==> config.mk <==
export PLATFORM = sky130hd
export DESIGN_NAME = seg_scan_ctrl
export DESIGN_NICKNAME = d
export VERILOG_FILES = /design/src/rtl/seg_pkg.sv /design/src/rtl/seg7_decode.sv /design/src/rtl/seg_scan_ctrl.sv
export SDC_FILE = /design/constraint.sdc
export NUM_CORES = 1
export LEC_CHECK = 0
export BUFFER_PORTS_ARGS = -buffer_cell sky130_fd_sc_hd__buf_4
export CAP_MARGIN = 20
export CORE_ASPECT_RATIO = 0.8
export CORE_MARGIN = 10
export CORE_UTILIZATION = 33
export CTS_BUF_LIST = sky130_fd_sc_hd__clkbuf_4
export DETAILED_ROUTE_END_ITERATION = 8
export GPL_TIMING_DRIVEN = 0
export RECOVER_POWER = 100
export SLEW_MARGIN = 20
export SYNTH_ARGS = -nofsm -noshare
export SYNTH_HDL_FRONTEND = slang
export SYNTH_SLANG_ARGS = --single-unit
==> constraint.sdc <==
create_clock -name i_CLK -period 5.45 [get_ports i_CLK]
set_input_delay 1.09 -clock i_CLK [delete_from_list [all_inputs] [get_ports i_CLK]]
set_output_delay 1.09 -clock i_CLK [all_outputs]
set_load 0.02 [all_outputs]
==> src/rtl/seg_pkg.sv <==
// seg_pkg: shared types and constants for the multiplexed 7-segment scanner
//   scan_state_e : scan FSM states (IDLE, DEAD, ON, OFF)
//   SEG_*        : bit positions inside the {dp,g,f,e,d,c,b,a} segment word
//   HEX7         : hex nibble -> {g,f,e,d,c,b,a} active-high pattern
//   NUM_DIGITS   : digits on the display, FIELD_W : bits per digit field
package seg_pkg;
  typedef enum logic [1:0] {ST_IDLE, ST_DEAD, ST_ON, ST_OFF} scan_state_e;
  localparam int SEG_A = 0;
  localparam int SEG_B = 1;
  localparam int SEG_C = 2;
  localparam int SEG_D = 3;
  localparam int SEG_E = 4;
  localparam int SEG_F = 5;
  localparam int SEG_G = 6;
  localparam int SEG_DP = 7;
  localparam int NUM_DIGITS = 4;
  localparam int FIELD_W = 5;
  localparam logic [6:0] HEX7 [16] = '{
    7'h3F, 7'h06, 7'h5B, 7'h4F, 7'h66, 7'h6D, 7'h7D, 7'h07,
    7'h7F, 7'h6F, 7'h77, 7'h7C, 7'h39, 7'h5E, 7'h79, 7'h71
  };
endpackage

==> src/rtl/seg7_decode.sv <==
// seg7_decode: nibble + decimal point -> active-high 8-bit segment pattern
//   i_nib [3:0] : hex digit
//   i_dp        : decimal point, drives segment SEG_DP directly
//   o_seg [7:0] : {dp,g,f,e,d,c,b,a}, 1 = lit
module seg7_decode
  import seg_pkg::*;
(
  input  logic [3:0] i_nib,
  input  logic       i_dp,
  output logic [7:0] o_seg
);
  always_comb begin
    o_seg = {1'b0, HEX7[i_nib]};
    o_seg[SEG_DP] = i_dp;
  end
endmodule

==> src/rtl/seg_scan_ctrl.sv <==
// seg_scan_ctrl: 4-digit multiplexed display scanner with dead time, brightness duty and double-buffered data
//   i_CLK, i_RST       : clock, synchronous active-high reset
//   i_EN               : scan enable
//   i_VALID/o_READY    : handshake for a new 20-bit display word on i_DATA
//   i_DATA [19:0]      : digit n = [5n+4:5n] = {dp, nibble}, digit 0 rightmost
//   i_BRIGHT [3:0]     : lit ticks per slot, sampled at each slot start
//   o_DRAINS [3:0]     : one-hot digit drain (polarity DRAIN_ACT_LOW)
//   o_LEDS [7:0]       : {dp,g,f,e,d,c,b,a} (polarity SEG_ACT_LOW)
//   o_FRAME            : one-cycle pulse when the displayed word is reloaded
// Build option LEADING_ZERO_BLANK_EN: darkens zero-valued leading digits 3..1.
module seg_scan_ctrl
  import seg_pkg::*;
#(
  parameter int CLK_DIV = 12000,
  parameter int DEAD_TICKS = 2,
  parameter int DRAIN_ACT_LOW = 1,
  parameter int SEG_ACT_LOW = 0
) (
  input  logic        i_CLK,
  input  logic        i_RST,
  input  logic        i_EN,
  input  logic        i_VALID,
  output logic        o_READY,
  input  logic [19:0] i_DATA,
  input  logic [3:0]  i_BRIGHT,
  output logic [3:0]  o_DRAINS,
  output logic [7:0]  o_LEDS,
  output logic        o_FRAME
);
  localparam int SLOT = DEAD_TICKS + 15;
  localparam int PW = $clog2(CLK_DIV);
  localparam int TW = $clog2(SLOT);
  localparam logic [PW-1:0] PRE_MAX = PW'(CLK_DIV - 1);
  localparam logic [TW-1:0] T_LAST = TW'(SLOT - 1);
  localparam logic [TW-1:0] T_DEAD = TW'(DEAD_TICKS);
  localparam logic [3:0] DRAIN_OFF = DRAIN_ACT_LOW != 0 ? 4'hF : 4'h0;
  localparam logic [7:0] SEG_OFF = SEG_ACT_LOW != 0 ? 8'hFF : 8'h00;
  logic [PW-1:0] pre_q, pre_d;
  logic [TW-1:0] t_q, t_d, rel;
  logic [1:0] dig_q, dig_d;
  scan_state_e st_q, st_d;
  logic [3:0] bright_q, bright_d;
  logic [NUM_DIGITS*FIELD_W-1:0] active_q, active_d, pend_q, pend_d;
  logic full_q, full_d, frame_q, frame_d;
  logic [3:0] drains_q, drains_d;
  logic [7:0] leds_q, leds_d, seg;
  logic [FIELD_W-1:0] field;
  logic tick, slot_end, xfer, blank;
  // Counters and state are computed as next-state values so the registered
  // outputs line up with the registered counters in the same cycle.
  always_comb begin
    pre_d = pre_q;
    t_d = t_q;
    dig_d = dig_q;
    bright_d = bright_q;
    active_d = active_q;
    pend_d = pend_q;
    full_d = full_q;
    frame_d = 1'b0;
    xfer = 1'b0;
    tick = pre_q == PRE_MAX;
    slot_end = tick && t_q == T_LAST;
    if (!i_EN) begin
      pre_d = '0;
      t_d = '0;
      dig_d = '0;
      xfer = full_q;
    end else if (st_q == ST_IDLE) begin
      bright_d = i_BRIGHT;
    end else begin
      pre_d = tick ? '0 : pre_q + PW'(1);
      t_d = slot_end ? '0 : t_q + TW'(tick);
      dig_d = dig_q + 2'(slot_end);
      bright_d = slot_end ? i_BRIGHT : bright_q;
      xfer = slot_end && dig_q == 2'd3 && full_q;
    end
    rel = t_d - T_DEAD;
    st_d = !i_EN ? ST_IDLE : t_d < T_DEAD ? ST_DEAD : rel < TW'(bright_d) ? ST_ON : ST_OFF;
    // Accept needs an empty buffer and a transfer needs a full one, so the two never collide.
    if (xfer) begin
      active_d = pend_q;
      full_d = 1'b0;
      frame_d = 1'b1;
    end
    if (i_VALID && !full_q) begin
      pend_d = i_DATA;
      full_d = 1'b1;
    end
  end
  assign field = active_d[dig_d*FIELD_W +: FIELD_W];
`ifdef LEADING_ZERO_BLANK_EN
  // Blank when this digit and every digit above it is all-zero (nibble and dp).
  assign blank = dig_d != 2'd0 && (active_d >> (dig_d*FIELD_W)) == '0;
`else
  assign blank = 1'b0;
`endif
  seg7_decode u_dec (
    .i_nib(field[3:0]),
    .i_dp (field[4]),
    .o_seg(seg)
  );
  // Drain stays on through ON and OFF, so it only switches around DEAD with segments unlit.
  always_comb begin
    drains_d = ((st_d == ST_ON || st_d == ST_OFF) ? 4'(1) << dig_d : 4'h0) ^ DRAIN_OFF;
    leds_d = ((st_d == ST_ON && !blank) ? seg : 8'h00) ^ SEG_OFF;
  end
  always_ff @(posedge i_CLK) begin
    if (i_RST) begin
      pre_q <= '0;
      t_q <= '0;
      dig_q <= '0;
      st_q <= ST_IDLE;
      bright_q <= '0;
      active_q <= '0;
      pend_q <= '0;
      full_q <= 1'b0;
      frame_q <= 1'b0;
      drains_q <= DRAIN_OFF;
      leds_q <= SEG_OFF;
    end else begin
      pre_q <= pre_d;
      t_q <= t_d;
      dig_q <= dig_d;
      st_q <= st_d;
      bright_q <= bright_d;
      active_q <= active_d;
      pend_q <= pend_d;
      full_q <= full_d;
      frame_q <= frame_d;
      drains_q <= drains_d;
      leds_q <= leds_d;
    end
  end
  assign o_READY = !full_q;
  assign o_DRAINS = drains_q;
  assign o_LEDS = leds_q;
  assign o_FRAME = frame_q;
endmodule

==> results.tsv, run 1 <==
stage	metric	value	unit
outcome	status	finished clean	
worst_setup_path	critical path cell sequence	ha_1 -> nand4b_1 -> or4_1 -> clkbuf_1 -> inv_2 -> ha_1 -> ha_1 -> o21a_1 -> xnor2_1 -> or2_2 -> ha_1 -> inv_1 -> ha_1 -> a21o_1 -> a211o_1 -> or4b_2 -> clkbuf_1 -> a2111oi_2	
clocking	TritonCTS clock tree	yes	
clocking	root buffer cell	clkbuf_4	
floorplanning	Die Y	118	µm
worst_setup_path	WS Path Type	reg -> reg	
clocking	Hold Buf Count CTS	0	
synthesis	EDFF count, synth	0	
finish	Filler cells	1235	
timing	Fin Setup TNS	0	ps
synthesis	Mapped Cells	482	
timing	final slew viol count	0	
finish	NumNets Final	576	
worst_setup_path	Worst path top cell family by delay	simple AND/OR/NAND/NOR gates	
timing	RSZ-0062 raised after global routing	false	
timing	Max Clock Skew	16.6	ps
worst_setup_path	crit-path max FO	8	
drt	DR DRC count	0	
drt	WL/cell	14.8	µm
clocking	htree depth	3	
job	maxcap violations	0	
grt	total track usage	0.121	
min_path	min-delay src	pend_q[14]	
worst_setup_path	R2R depth	18	
worst_setup_path	internal reg-to-reg setup slack	390	ps
timing	Fin Hold WS	468	ps
synthesis	post-synthesis sequential area ratio	0.413	
grt	antenna violations before repair	0	
worst_setup_path	slowest stage cell, crit path	or4b_2	
floorplanning	Top Ports	42	
finish	area of the multi-input gates	2170	µm²
floorplanning	initial core utilization	0.340	
synthesis	FF+latch count, synth	81	
power	Peak VDD IR	109	µV
drt	antenna viol nets, final	0	
drt	vias per inst	5.08	
min_path	Hold Path End	pend_q[14]	
timing	fmax	198	MHz
min_path	Hold Path Depth	2	
worst_setup_path	Critical Path Sink Type	flip-flop	
grt	number of global-route vias before repair	3383	
power	power density cells	238	nW/µm²
power	overall power	0.00107	W
placed_design	GP Congestion	0.842	
timing	Setup violations, final	0	
synthesis	synth warn	0	
finish	most common cell after layout, fill and taps aside	nand2_1	
worst_setup_path	most frequent CP cell	ha_1	
worst_setup_path	launching point of the worst reg2reg path	pre_q[0]	
clocking	# clock sinks	81	
synthesis	ys async rst share	0	
finish	layout cell share with drive strength beyond 1	0.100	
finish	Post-Layout Cell Count	686	
power	Leak Pwr	1.68	nW
worst_setup_path	CP Launch Type	flip-flop	
worst_setup_path	slowest stage delay, CP	660	ps
synthesis	Most used DFF post-synth	dfxtp_1	
worst_setup_path	buffers and inverters on the worst path	4	
timing	worst slew pin tran	774	ps
clocking	Inserted Clock Buffers	9	
worst_setup_path	Data arrival, critical path	5390	ps
floorplanning	Die Wd	142	µm
finish	Ant. Diodes	0	
finish	Finished Core Util	0.388	
timing	Final min period	5060	ps
synthesis	Post-Syn Area	3930	µm²
placed_design	Port Buf Inserts	40	
drt	DR pass1 iterations	4	
finish	area added between synthesis and finish	14.3	%
grt	global route total overflow	0	
placed_design	placed cell count	670	
synthesis	post-synth cell types	54	
floorplanning	Core ar.	11600	µm²
timing	period utilization	0.928	
placed_design	HPWL reported at the end of detailed placement	7760	µm
finish	commonest cells after routing, fill and taps aside	nand2_1 (95), dfxtp_1 (81), a21oi_1 (47)	
clocking	Clock Tree Buf Depth	2	
drt	Post-Route WL	10100	µm
finish	register area	1620	µm²
worst_setup_path	worst r2r dst	o_LEDS[0]	
synthesis	net count after synthesis	525	
synthesis	syn_area_per_cell	8.15	µm²
drt	via count	3485	
drt	DR iter-0 viols	302	
floorplanning	Die ar.	16700	µm²
grt	largest net degree at the start of global routing	15	
timing	final hold violations	0	
grt	first-pass GRT wire length	16700	µm
floorplanning	row count	35	
clocking	Clock Latency Late Sink	440	ps
timing	Worst slew margin	0.482	
worst_setup_path	Req. time, crit path	5780	ps
min_path	Worst Hold Class	reg -> reg	
clocking	clock-pin slew on the worst setup and hold paths	130	ps
-- logic make-up after synthesis --
logic type,Yosys count,synth area share
flops,81,0.413
xor+xnor,16,0.0357
fa+ha+maj,15,0.0478
compound gates,109,0.178
simple gates,209,0.247
buf+inv,35,0.0338
mux,17,0.0446
-- Yosys cell counts, drive strengths merged (5+ instances only) --
cell	count	area share
nand3	23	0.029
inv	11	0.011
nor3	10	0.013
and2	5	0.0080
mux2i	13	0.033
ha	15	0.048
nand4	7	0.011
nand2	95	0.091
xnor2	6	0.013
a21oi	47	0.060
xor2	10	0.022
o21a	6	0.011
clkbuf	21	0.020
dfxtp	81	0.41
nor2	40	0.038
o21ai	18	0.026
-- power breakdown --
part	leakage, nW	internal [W]	total (W)	switching [W]
clock	0.0660	0.000139	0.000360	0.000221
sequential	0.657	0.000606	0.000616	0.00000975
combinational	0.959	0.0000364	0.0000930	0.0000566
-- layer usage --
metal	GRT usage	vias up	wire length, µm
li1	-	1798	-
met1	0.170	1591	5310
met2	0.176	78	4220
met3	0.0339	18	492
met4	0.0306	0	110
met5	0	-	0
-- worst max path at each step --
| stage | startpoint | end | cells past startpoint |
|---|---|---|---|
| 2_1_floorplan | pre_q[0] | o_LEDS[0] | 18 |
| 3_3_place_gp | pre_q[0] | o_LEDS[0] | 18 |
| 3_5_place_dp | pre_q[0] | o_LEDS[0] | 18 |
| 4_1_cts | pre_q[0] | o_LEDS[0] | 18 |
| 5_1_grt | pre_q[0] | o_LEDS[0] | 18 |
| 6_report | pre_q[0] | o_LEDS[0] | 18 |
-- flip-flops by register name, summed over array words and instances, names as in the netlist --
name      flops
st_q          2
o_LEDS        8
full_q        1
pre_q        14
bright_q      4
t_q           5
dig_q         2
pend_q       20
o_FRAME       1
active_q     20
o_DRAINS      4
-- metrics by stage --
stage	instance area [µm²]	setup WS (ps)
2_1_floorplan	3930	952
3_3_place_gp	4410	291
3_5_place_dp	4410	245
4_1_cts	4550	152
5_1_grt	4490	15.9
6_report	4490	392
-- tightest hold or removal path: cells and delay by family, from the launching register on --
kind / cells / cell delay [ps]
compound gates: 1 / 50
simple gates: 1 / 50
flops: 1 / 330
-- final cells by class --
type,instances,share of cell area
Multi-Input combinational cell,366,0.483
Clock buffer,9,0.0151
Timing Repair Buffer,40,0.0543
Buffer,24,0.0201
Inverter,11,0.00920
Clock inverter,7,0.0156
Sequential cell,81,0.361
Tap cell,148,0.0412
-- repair_timing --
item | in CTS | in global routing
resized for setup | 0 | 3
endpoints found under the setup margin | 0 | 2
buffers inserted | 0 | 0
(Power assumes the default switching activity.)
==> inputs of run 2 (changes only) <==
--- a/config.mk
+++ b/config.mk
@@ -9,10 +9,11 @@
 export CAP_MARGIN = 20
 export CORE_ASPECT_RATIO = 0.8
 export CORE_MARGIN = 10
-export CORE_UTILIZATION = 33
+export CORE_UTILIZATION = 61
 export CTS_BUF_LIST = sky130_fd_sc_hd__clkbuf_4
 export DETAILED_ROUTE_END_ITERATION = 8
 export GPL_TIMING_DRIVEN = 0
+export PLACE_DENSITY = 0.82
 export RECOVER_POWER = 100
 export SLEW_MARGIN = 20
 export SYNTH_ARGS = -nofsm -noshare
==> run 2 against run 1 <==
Design area is 1.8% lower. Critical endpoint unchanged. Highest routed layer unchanged. Worst hold slack worse by 4.6 ps. Clock-buffer cell count stayed put. Worst setup slack worse by 80 ps. Largest power group unchanged. Register-to-register slack worse by 80 ps. Via count is 5.3% higher. Clock skew is 3.5 ps higher. Clock power is 3% lower.
==> results.tsv, run 2 (same netlist as run 1, synthesis figures left out) <==
stage	metric	value	unit	change
drt	DR iter-0 viols	326		+7.9%
timing	final hold violations	0		unchanged
worst_setup_path	WS Path Type	reg -> reg		
grt	number of global-route vias before repair	3375		-0.24%
power	power density cells	240	nW/µm²	+0.86%
finish	area added between synthesis and finish	12.2	%	
floorplanning	Core ar.	6310	µm²	-45%
floorplanning	initial core utilization	0.622		+0.283
timing	Final min period	5140	ps	+80.1 ps
finish	NumNets Final	576		unchanged
timing	period utilization	0.943		+0.0147
grt	GR peak layer	met2		
outcome	status	finished clean		
floorplanning	Die Y	91.8	µm	-22%
grt	total track usage	0.190		+0.0687
worst_setup_path	Req. time, crit path	5760	ps	-20 ps
min_path	min-delay src	pend_q[19]		
min_path	Worst Hold Class	reg -> reg		
clocking	clock-pin slew on the worst setup and hold paths	140	ps	about the same
worst_setup_path	CP Launch Type	flip-flop		
worst_setup_path	Critical Path Sink Type	flip-flop		
worst_setup_path	crit-path max FO	8		unchanged
power	Peak VDD IR	171	µV	+57%
timing	Worst slew margin	0.469		-0.0130
job	maxcap violations	0		unchanged
grt	antenna violations before repair	0		unchanged
grt	M1 GR Usage	0.259		+0.0896
placed_design	HPWL reported at the end of detailed placement	7160	µm	-7.8%
drt	antenna viol nets, final	0		unchanged
timing	final slew viol count	0		unchanged
grt	GR Util met3	0.0510		+0.0172
finish	Finished Core Util	0.698		+0.310
drt	Post-Route WL	9490	µm	-6.4%
worst_setup_path	Data arrival, critical path	5450	ps	+60 ps
drt	DR DRC count	0		unchanged
finish	Largest regs	active_q: 20 flops, pend_q: 20 flops, pre_q: 14 flops		
clocking	Clock Tree Buf Depth	2		unchanged
drt	via count	3670		+5.3%
floorplanning	Die ar.	10100	µm²	-40%
clocking	TritonCTS clock tree	yes		
finish	most common cell after layout, fill and taps aside	nand2_1		
grt	first-pass GRT wire length	15600	µm	-6.6%
grt	global route total overflow	0		unchanged
drt	DR pass1 iterations	5		+1
finish	Filler cells	548		-56%
drt	vias per inst	5.90		+16%
floorplanning	Die Wd	110	µm	-23%
finish	Ant. Diodes	0		unchanged
timing	RSZ-0062 raised after global routing	false		
clocking	Hold Buf Count CTS	0		unchanged
timing	Fin Setup TNS	0	ps	unchanged
floorplanning	Top Ports	42		unchanged
floorplanning	row count	26		-26%
finish	layout cell share with drive strength beyond 1	0.0985		-0.00186
clocking	Clock Latency Late Sink	440	ps	about the same
clocking	htree depth	3		unchanged
grt	largest net degree at the start of global routing	15		unchanged
worst_setup_path	launching point of the worst reg2reg path	pre_q[0]		
power	overall power	0.00106	W	-0.96%
placed_design	Port Buf Inserts	40		unchanged
timing	worst slew pin tran	793	ps	+19.4 ps
clocking	post-CTS setup buffers	0		unchanged
clocking	root buffer cell	clkbuf_4		
clocking	post_cts resized	0		unchanged
drt	WL/cell	15.3	µm	+3.3%
power	Leak Pwr	1.69	nW	+0.43%
grt	met2 usage	0.282		+0.105
finish	commonest cells after routing, fill and taps aside	nand2_1 (95), dfxtp_1 (81), a21oi_1 (47)		
timing	Setup violations, final	0		unchanged
placed_design	GP Congestion	0.892		+5.9%
timing	fmax	195	MHz	-1.6%
clocking	Inserted Clock Buffers	9		unchanged
timing	Max Clock Skew	20.1	ps	+3.49 ps
worst_setup_path	Worst Setup SP	pre_q[0]		
clocking	# clock sinks	81		unchanged
-- run 2: changes by cell type in the layout (fill, tap and decap cells not counted), sizes merged --
cell      change
clkinv        +2
inv           -1
buf           -1
clkinvlp      -1
clkbuf        +1
-- run 2: worst max-delay path, cell delays in order, from the launching register on --
cell and delay [ps]:
dfxtp_1 390, ha_1 210, nand4b_1 100, or4_1 530, clkbuf_1 230, inv_1 240, ha_1 250, ha_1 210
o21a_1 190, xnor2_1 70, or2_2 290, ha_1 270, inv_1 30, ha_1 280, a21o_1 160, a211o_1 300
or4b_2 660, clkbuf_1 250, a2111oi_0 340
-- run 2: cell type report --
type                            count  area (µm²)  area share
Multi-Input combinational cell    366        2170       0.492
Timing Repair Buffer               40         244      0.0554
Tap cell                           84         105      0.0238
Inverter                           11        41.3     0.00937
Clock buffer                        9        67.6      0.0153
Sequential cell                    81        1620       0.368
Clock inverter                      7        71.3      0.0162
Buffer                             24        90.1      0.0204
-- run 2: stage by stage --
step	std cells	hold WS (ps)	cell area [µm²]	worst slack [ps]
5_1_grt	622	487	4410	94.2
6_report	622	464	4410	312
3_5_place_dp	606	444	4330	375
3_3_place_gp	606	441	4330	433
2_1_floorplan	482	432	3930	952
4_1_cts	622	464	4470	332
-- run 2: report_power, final --
group           total, W  switching (W)  internal [W]
combinational  0.0000929      0.0000565     0.0000364
sequential      0.000616     0.00000962      0.000606
clock           0.000350       0.000211      0.000139
total            0.00106       0.000277      0.000781
-- run 2: final timing paths --
kind,endpoint,slack [ps],cells past startpoint
setup / recovery,o_LEDS[0],310,18
hold reg to reg,pend_q[19],460,2
setup reg to reg,o_LEDS[0],310,18
hold / removal,pend_q[19],460,2
-- run 2: layer usage --
metal,wire (µm),up-vias,part of all wire
li1,-,1799,-
met1,4460,1697,0.47
met2,4080,152,0.43
met3,772,22,0.081
met4,178,0,0.019
met5,0,-,0
==> inputs of run 3 (changes only) <==
--- a/config.mk
+++ b/config.mk
@@ -5,6 +5,7 @@
 export SDC_FILE = /design/constraint.sdc
 export NUM_CORES = 1
 export LEC_CHECK = 0
+export ABC_AREA = 1
 export BUFFER_PORTS_ARGS = -buffer_cell sky130_fd_sc_hd__buf_4
 export CAP_MARGIN = 20
 export CORE_ASPECT_RATIO = 0.8
==> run 3 against run 2 <==
Synthesized cell count grew 7.5%. Global-route usage is 0.71 points lower. Clock skew decreased by 12 ps. Register-to-register slack gained 1500 ps. Highest routed layer unchanged. Non-clock buffer count down 8. First-iteration DRC count decreased by 17%. Design area is 3.2% lower. Final cell count is 5.3% higher.
==> results.tsv, run 3 <==
stage	metric	value	unit	change
finish	NumNets Final	612		+6.3%
finish	Filler cells	526		-4.0%
finish	most common cell after layout, fill and taps aside	nand2_1		
synthesis	Post-Syn Area	3840	µm²	-2.1%
synthesis	synth top area cells	dfxtp_1 (42%), nand2_1 (12%), nor2_1 (6.5%), nand3_1 (5.2%), ha_1 (4.9%)		
clocking	post-CTS setup buffers	0		unchanged
job	maxcap violations	0		unchanged
finish	commonest cells after routing, fill and taps aside	nand2_1 (122), dfxtp_1 (81), nor2_1 (70)		
synthesis	FF+latch count, synth	81		unchanged
drt	met2 WL	3760	µm	-7.9%
floorplanning	Top Ports	42		unchanged
finish	design area	4270	µm²	-3.2%
power	power density cells	256	nW/µm²	+6.4%
worst_setup_path	WS Path Type	reg -> reg		
timing	final hold violations	0		unchanged
drt	Post-Route WL	8890	µm	-6.4%
drt	DR DRC count	0		unchanged
worst_setup_path	CP Launch Type	flip-flop		
drt	via count	3397		-7.4%
floorplanning	row count	25		-3.8%
worst_setup_path	Req. time, crit path	5780	ps	+20 ps
floorplanning	Die ar.	9900	µm²	-1.7%
clocking	post_cts resized	0		unchanged
synthesis	ys async rst share	0		unchanged
worst_setup_path	Critical Path Sink Type	flip-flop		
power	Peak VDD IR	145	µV	-15%
synthesis	count leader, synth	nand2_1		
timing	period utilization	0.663		-0.279
worst_setup_path	internal reg-to-reg setup slack	1830	ps	+1520 ps
clocking	TritonCTS clock tree	yes		
finish	layout cell share with drive strength beyond 1	0.131		+0.0321
timing	Final min period	3620	ps	-1520 ps
min_path	Worst Hold Class	reg -> reg		
drt	WL met3	650	µm	-16%
clocking	Inserted Clock Buffers	9		unchanged
synthesis	synth warn	0		unchanged
clocking	Clock Tree Buf Depth	2		unchanged
timing	final slew viol count	0		unchanged
timing	Worst slew margin	0.591		+0.122
min_path	Hold Path End	pend_q[9]		
clocking	htree depth	3		unchanged
timing	RSZ-0062 raised after global routing	false		
timing	Fin Setup TNS	0	ps	unchanged
timing	fmax	277	MHz	+42%
timing	Max Clock Skew	7.95	ps	-12.2 ps
grt	antenna violations before repair	0		unchanged
drt	DR iter-0 viols	271		-17%
drt	Top Layer Used	met4		
synthesis	post-synth cell types	40		-26%
worst_setup_path	slowest stage cell, crit path	nor2_1		
synthesis	post-synthesis sequential area ratio	0.422		+0.00887
clocking	clock-pin slew on the worst setup and hold paths	120	ps	-20 ps
drt	antenna viol nets, final	0		unchanged
placed_design	HPWL reported at the end of detailed placement	6700	µm	-6.5%
finish	Largest regs	active_q: 20 flops, pend_q: 20 flops, pre_q: 14 flops		
drt	vias per inst	5.19		-12%
grt	largest net degree at the start of global routing	14		-1
placed_design	placed cell areas	4250	µm²	-2.0%
worst_setup_path	buffers and inverters on the worst path	1		-3
placed_design	Port Buf Inserts	40		unchanged
synthesis	EDFF count, synth	0		unchanged
clocking	Clock Latency Late Sink	440	ps	about the same
clocking	# clock sinks	81		unchanged
synthesis	Mapped Cells	518		+7.5%
power	Leak Pwr	1.80	nW	+6.3%
grt	number of global-route vias before repair	3175		-5.9%
finish	area added between synthesis and finish	11.0	%	
drt	DR pass1 iterations	5		unchanged
floorplanning	Core ar.	6010	µm²	-4.8%
min_path	Hold Path Depth	2		unchanged
outcome	status	finished clean		
synthesis	most area-hungry cell type in the Yosys netlist	dfxtp_1		
finish	Ant. Diodes	0		unchanged
floorplanning	Die Wd	109	µm	-0.86%
synthesis	Most used DFF post-synth	dfxtp_1		
min_path	min-delay src	pend_q[9]		
timing	Setup violations, final	0		unchanged
grt	first-pass GRT wire length	14800	µm	-5.2%
worst_setup_path	Worst path top cell family by delay	simple AND/OR/NAND/NOR gates		
worst_setup_path	slowest stage delay, CP	470	ps	-190 ps
timing	worst slew pin tran	613	ps	-181 ps
clocking	root buffer cell	clkbuf_4		
worst_setup_path	crit-path max FO	6		-2
drt	met1 WL	4380	µm	-1.9%
synthesis	syn_area_per_cell	7.42	µm²	-8.9%
floorplanning	Die Y	91.0	µm	-0.83%
worst_setup_path	Data arrival, critical path	3940	ps	-1510 ps
synthesis	leading post-synthesis cells by instance count	nand2_1 (120), dfxtp_1 (81), nor2_1 (67), inv_1 (50), nand3_1 (40)		
placed_design	GP Congestion	0.858		-3.8%
clocking	Hold Buf Count CTS	0		unchanged
synthesis	net count after synthesis	561		+6.9%
floorplanning	initial core utilization	0.640		+0.0179
worst_setup_path	worst r2r dst	o_LEDS[1]		
drt	WL/cell	13.6	µm	-11%
synthesis	area share of the largest cell type after synthesis	0.422		+0.00887
grt	total track usage	0.183		-0.00713
grt	global route total overflow	0		unchanged
worst_setup_path	critical path cell sequence	ha_1 -> nand2_1 -> nor2_1 -> nand2_1 -> nor4_1 -> ha_1 -> a21oi_1 -> nor3_1 -> inv_1 -> nor2_1 -> nand3_1 -> nand2_1 -> nor2_1 -> ha_1 -> o21ai_0 -> a21oi_1		
worst_setup_path	launching point of the worst reg2reg path	pre_q[0]		
worst_setup_path	R2R depth	16		-2
[run 3: how the worst max path moves through the flow]
stage                        start        end  slack [ps]  cells after the start
after floorplan           pre_q[0]  o_LEDS[3]        2620                     21
after global placement    pre_q[0]  o_LEDS[2]        2200                     19
after detailed placement  pre_q[0]  o_LEDS[1]        2060                     19
after CTS                 pre_q[0]  o_LEDS[1]        2010                     19
after global routing      pre_q[0]  o_LEDS[3]        1440                     17
final                     pre_q[0]  o_LEDS[1]        1830                     16
[run 3: where the power goes]
group	switching (W)	total [W]	internal, W
Clock	0.000206	0.000348	0.000142
Sequential	0.00000694	0.000616	0.000610
Combinational	0.0000793	0.000126	0.0000466
[run 3: final cells by class]
type	count	area, µm²	share of cell area
Clock inverter	6	58.8	0.0138
Multi-Input combinational cell	361	1860	0.435
Clock buffer	10	75.1	0.0176
Timing Repair Buffer	40	248	0.0581
Inverter	60	229	0.0537
Sequential cell	81	1620	0.380
Tap cell	81	101	0.0238
Buffer	16	76.3	0.0179
[run 3: logic make-up (layout without fill, tap and decap cells)]
kind of cell               count (synthesis)  after routing  share of synthesized area
buffers and inverters                     76            132                     0.0833
adders and majority gates                 15             15                     0.0488
DFF                                       81             81                      0.422
xor gates and xnor gates                   6              6                     0.0137
and+or+nand+nor                          278            278                      0.336
AOI/OAI and AO/OA                         57             57                     0.0830
muxes                                      5              5                     0.0130
[run 3: stage by stage]
step                       util  hold WS, ps  setup slack [ps]  total power, W  std cells
after floorplan               -          436              2620        0.000717        518
after global placement    0.707          447              2200        0.000753        639
after detailed placement  0.707          451              2060        0.000757        639
after CTS                 0.729          467              2010         0.00110        655
after global routing      0.710          495              1440         0.00114        655
final                     0.710          470              1830         0.00109        655
[run 3: worst min-delay path, stage by stage, from the launching register on]
cell and delay [ps]:
dfxtp_1 330, nand2_1 60, a21oi_1 50
[run 3: metal layers]
metal  GRT usage  up-vias
met5           0        -
met4      0.0625        0
met3      0.0551       15
met2       0.261       97
met1       0.254     1526
li1            -     1759
